## src/rtl/button_event_queue_pkg.sv

```systemverilog
// Shared defaults and index-width helper for the button event queue and its consumers.
package button_event_queue_pkg;

    localparam int DEF_NUM_BTN = 4;
    localparam int DEF_DEPTH   = 8;

    // Width of a button index; never narrower than one bit.
    function automatic int btn_idx_w(input int n);
        return (n <= 2) ? 1 : $clog2(n);
    endfunction

endpackage

```

## src/rtl/sync_fifo.sv

```systemverilog
// First-word-fall-through synchronous FIFO; push is refused when full, pop is ignored when empty.
module sync_fifo #(
    parameter int WIDTH = 2,
    parameter int DEPTH = 8
) (
    input  logic                     clk,
    input  logic                     reset_n,
    input  logic                     push,
    input  logic [WIDTH-1:0]         wdata,
    output logic                     full,
    input  logic                     pop,
    output logic [WIDTH-1:0]         rdata,
    output logic                     empty,
    output logic [$clog2(DEPTH):0]   count
);

    localparam int AW = $clog2(DEPTH);

    logic [WIDTH-1:0] mem_q [DEPTH];
    logic [AW-1:0]    wr_ptr_q, wr_ptr_d, rd_ptr_q, rd_ptr_d;
    logic [AW:0]      count_q, count_d;
    logic             do_push, do_pop;

    assign full    = (count_q == (AW+1)'(DEPTH));
    assign empty   = (count_q == '0);
    assign count   = count_q;
    assign rdata   = mem_q[rd_ptr_q];
    assign do_push = push && !full;
    assign do_pop  = pop && !empty;

    // DEPTH is a power of two, so pointer wrap is plain overflow.
    always_comb begin
        wr_ptr_d = wr_ptr_q;
        rd_ptr_d = rd_ptr_q;
        count_d  = count_q + (AW+1)'(do_push) - (AW+1)'(do_pop);
        if (do_push) wr_ptr_d = wr_ptr_q + 1'b1;
        if (do_pop)  rd_ptr_d = rd_ptr_q + 1'b1;
    end

    always_ff @(posedge clk or negedge reset_n) begin
        if (!reset_n) begin
            wr_ptr_q <= '0;
            rd_ptr_q <= '0;
            count_q  <= '0;
        end else begin
            wr_ptr_q <= wr_ptr_d;
            rd_ptr_q <= rd_ptr_d;
            count_q  <= count_d;
        end
    end

    // Storage is left uninitialised; occupancy alone decides validity.
    always_ff @(posedge clk) begin
        if (do_push) mem_q[wr_ptr_q] <= wdata;
    end

endmodule

```

## src/rtl/button_event_queue.sv

```systemverilog
// Latches button pulses as pending events and round-robin arbitrates them into an event FIFO.
module button_event_queue
    import button_event_queue_pkg::*;
#(
    parameter int NUM_BTN = DEF_NUM_BTN,
    parameter int DEPTH   = DEF_DEPTH
) (
    input  logic                           clk,
    input  logic                           reset_n,
    input  logic [NUM_BTN-1:0]             btn_pulse,
    input  logic                           clr_ovf,
    output logic                           out_valid,
    output logic [btn_idx_w(NUM_BTN)-1:0]  out_btn,
    input  logic                           out_ready,
    output logic [$clog2(DEPTH):0]         count,
    output logic                           overflow
);

    localparam int BW = btn_idx_w(NUM_BTN);

    logic [NUM_BTN-1:0] pending_q, pending_d, grant_oh;
    logic [BW-1:0]      last_grant_q, last_grant_d, grant_idx;
    logic [BW:0]        sum;
    logic               overflow_q, overflow_d;
    logic               found, grant_en, drop, fifo_full, fifo_empty;

    // Search from last_grant+1 upward, wrapping at NUM_BTN (need not be a power of two).
    always_comb begin
        found     = 1'b0;
        grant_idx = '0;
        sum       = '0;
        for (int k = 1; k <= NUM_BTN; k++) begin
            sum = {1'b0, last_grant_q} + (BW+1)'(k);
            if (sum >= (BW+1)'(NUM_BTN)) sum = sum - (BW+1)'(NUM_BTN);
            if (!found && pending_q[sum[BW-1:0]]) begin
                found     = 1'b1;
                grant_idx = sum[BW-1:0];
            end
        end
    end

    // A pulse on a just-granted button re-arms it; on a still-waiting one it is lost.
    always_comb begin
        grant_en     = found && !fifo_full;
        grant_oh     = grant_en ? (NUM_BTN'(1) << grant_idx) : '0;
        drop         = |(btn_pulse & pending_q & ~grant_oh);
        pending_d    = (pending_q & ~grant_oh) | btn_pulse;
        overflow_d   = drop | (overflow_q & ~clr_ovf);
        last_grant_d = grant_en ? grant_idx : last_grant_q;
    end

    always_ff @(posedge clk or negedge reset_n) begin
        if (!reset_n) begin
            pending_q    <= '0;
            last_grant_q <= BW'(NUM_BTN - 1);
            overflow_q   <= 1'b0;
        end else begin
            pending_q    <= pending_d;
            last_grant_q <= last_grant_d;
            overflow_q   <= overflow_d;
        end
    end

    sync_fifo #(
        .WIDTH (BW),
        .DEPTH (DEPTH)
    ) u_fifo (
        .clk     (clk),
        .reset_n (reset_n),
        .push    (grant_en),
        .wdata   (grant_idx),
        .full    (fifo_full),
        .pop     (out_ready),
        .rdata   (out_btn),
        .empty   (fifo_empty),
        .count   (count)
    );

    assign out_valid = !fifo_empty;
    assign overflow  = overflow_q;

endmodule

```

## config.mk

```make
export PLATFORM = sky130hd
export DESIGN_NAME = button_event_queue
export DESIGN_NICKNAME = d
export VERILOG_FILES = /design/src/rtl/button_event_queue_pkg.sv /design/src/rtl/sync_fifo.sv /design/src/rtl/button_event_queue.sv
export SDC_FILE = /design/constraint.sdc
export NUM_CORES = 1
export LEC_CHECK = 0
export BUFFER_PORTS_ARGS = -buffer_cell sky130_fd_sc_hd__buf_2
export CORE_MARGIN = 10
export CORE_UTILIZATION = 45
export CTS_BUF_LIST = sky130_fd_sc_hd__clkbuf_8 sky130_fd_sc_hd__clkbuf_16
export DETAILED_ROUTE_END_ITERATION = 7
export GPL_TIMING_DRIVEN = 1
export PLACE_DENSITY = 0.63
export RECOVER_POWER = 25
export SLEW_MARGIN = 10
export SYNTH_ARGS = -nofsm -noshare
export SYNTH_HDL_FRONTEND = slang
export SYNTH_SLANG_ARGS = --single-unit
```

## constraint.sdc

```tcl
create_clock -name clk -period 2.4 [get_ports clk]
set_input_delay 0.12 -clock clk [delete_from_list [all_inputs] [get_ports clk]]
set_output_delay 0.12 -clock clk [all_outputs]
set_load 0.005 [all_outputs]
```

==> results.md <==
- Clock Sinks: 33
- Rows: 21
- Ratio of cells with drive above 1 in the final layout: 25.3%
- Worst-margin pin slew: 0.973 ns
- Routed Antenna Nets: 0
- Share of power burned in registers: 40.4%
- Final min period: around 2.2 ns
- Overflow after GRT: 0
- Sequential share of the synthesized area: a little under three fifths
- Power per cell area: between 1500 and 2000 mW/mm^2
- # DRC: 0
- CTS tree: yes
- CORE AREA: around 0.0034 mm^2
- DP Wirelength: ~2.2 mm
- Int Pwr: between 1.5 and 2 mW
- Synth Warn #: 0
- # diodes: 0
- Nets: 166
- Max cap viols: 0
- Number of global-route vias before repair: 1020
- Overall die height: about 80 um
- Final GP Congestion: ~0.75
- First-pass GRT wire length: 5.03 mm
- Worst r2r src: pending_q[1]
- Area contributors post-synth: edfxtp_1 (29%), dfrtp_1 (23%), ha_1 (6.1%)
- CP arrival: roughly 2.4 ns
- Num CTS Buffers: 5
- Slew headroom: 35.2%
- Hold path start: btn_pulse[2]
- Worst-path fanout max: 17
- Reg2Reg Depth: 5
- Final hold violation count: 0
- Die Wd: 80.5 um
- Multi-input gate area: 667 um^2
- Gate power share: 42.1%
- Hold depth: 2
- Vias per cell: between 5 and 6
- Switching Share: 36.3%
- Status: completed
- H-tree levels: 2
- Async set-or-reset flop fraction in the synthesized netlist: a little over 50%
- Commonest non-fill, non-tap cell in the layout: edfxtp_1
- Yosys cell types: 38
- Max Slew Vio Count: 0
- Largest net degree at the start of global routing: 18
- Initial antenna violation count: 0
- HP Class: input pin to flop
- Critical path endpoint category: flop
- Finish-stage setup viols: 0
- Setup crit start: pending_q[1]
- DP Worst Slack: 0.234 ns
- Number of synthesized flops with an enable pin: 16
- GRT Overall Usage: around a tenth
- Final setup margin: ~0.18 ns
- IO buf count: 15
- Via count: 1016
- Maximum clock rate: roughly 450 MHz
- Wire length per cell: 15.2 um
- Period utilization: 92.6%
- Drt first pass iters: 4
- Area Growth Syn to Fin: 14.8%
- Cell Area, Synth: 0.00165 mm^2
- Fill cell count: approximately 300
- Mapped Avg Cell Area: between 10 and 15 um^2
- Type of the worst setup path: flop to flop
- Syn Nets: 144
- Clk pin slew, worst setup/hold paths: roughly 0.070 ns
- Die ar.: between 0.006 and 0.007 mm^2
- Post-Route Setup TNS: 0 ns
- Mapped Cells: roughly 130
- RSZ-0062 raised after global routing: false
- Synth Register Bits: 33
- Root cell of the clock tree: clkbuf_8
- CP startpoint kind: flop
- Iter 0 DRT Violations: 64
- Clock Latency Late Sink: 0.29 ns
- Static Leak: about 0.8 nW
- IO Pins: 16
- Top cell type's share of synthesized area: about 29%
- Commonest cells after routing, fill and taps aside: edfxtp_1 (16), dfrtp_1 (15), inv_1 (13), nand2_1 (13), buf_2 (13)
- Clock Path Buffers: 2
- Critical Path RT: roughly 2.6 ns
- Ys flop type: edfxtp_1
- Worst vdd ir: 0.610 mV
- Starting Density: between 40 and 50%
- Clk pwr share: between 15 and 20%
- Reg area: ~910 um^2
- Total power draw: between 2 and 3 mW
- Final wirelength: approximately 3 mm
- Worst clock skew: between 0.005 and 0.006 ns
- Cell taking the most area after synthesis: edfxtp_1
- Psw: approximately 1.0 mW
state kept, by name, summed over array words and instances, names as in the netlist:
signal           flops
last_grant_q         2
overflow             1
pending_q            4
u_fifo.count         4
u_fifo.mem_q        16
u_fifo.rd_ptr_q      3
u_fifo.wr_ptr_q      3
area by class of cell:
class	instances	area share (%)
multi-input combinational	78	35.3
timing repair buffer	18	5.17
sequential	33	48.1
inverter	13	2.72
tap	46	3.05
clock buffer	5	3.64
clock inverter	3	1.99
logic make-up after synthesis:
family / Yosys count / share of synthesized area (%)
muxes: 9 / 8.82
xor gates and xnor gates: 6 / 3.19
adders and majority gates: 9 / 7.30
and+or+nand+nor: 35 / 10.7
DFF: 33 / 55.2
buffers and inverters: 16 / 4.26
AOI/OAI and AO/OA: 19 / 10.5
power groups by stage:
stage | Clock (mW) | Sequential, mW | Combinational, mW
after floorplan | 0 | 1.09 | 0.971
after global placement | 0 | 1.16 | 1.17
after detailed placement | 0 | 1.18 | 1.23
after CTS | 0.513 | 1.17 | 1.24
after global routing | 0.547 | 1.20 | 1.38
final | 0.503 | 1.16 | 1.21
cells in the mapped netlist, drive strengths merged (4+ instances only):
master / number
ha: 8
nor2: 5
nand2: 14
edfxtp: 16
mux2: 4
mux4: 4
inv: 13
xnor2: 4
dfrtp: 15
nor3b: 5
metal layers:
metal	track usage (%)	vias up	wire length [um]
li1	-	496	-
met1	12.2	497	1310
met2	15.4	18	1450
met3	5.12	5	153
met4	5.81	0	59
met5	0	-	0
path summary, 6_finish.rpt:
path,to,slack (ns)
max reg2reg,overflow,0.18
min,pending_q[2],0.03
max,overflow,0.18
min reg2reg,u_fifo.wr_ptr_q[0],0.52
min in group asynchronous,u_fifo.count[1],0.50
max in group asynchronous,u_fifo.wr_ptr_q[0],1.31
worst max-delay path, cell delays in order (launching register included):
cell and delay (ns):
dfrtp_1 0.45, o21ai_0 0.20, o21ai_1 0.14, a211oi_4 0.62, a31oi_1 0.16, or4_1 0.53
what timing repair did:
item	CTS	global route
endpoints found under the hold margin	15	0
setup buffers	0	0
gates resized for setup	0	0
hold buffers	1	0
through the flow:
step,area (um^2),hold WS (ns),std cells,utilization (%)
finish,1890,0.0264,196,54.9
global route,1890,0.0287,196,54.9
CTS,1890,0.0210,196,54.9
detailed placement,1770,0.0762,187,51.5
floorplan,1650,-0.176,127,-
global placement,1770,0.0686,187,51.5
Power figures use the tool's default switching activity.
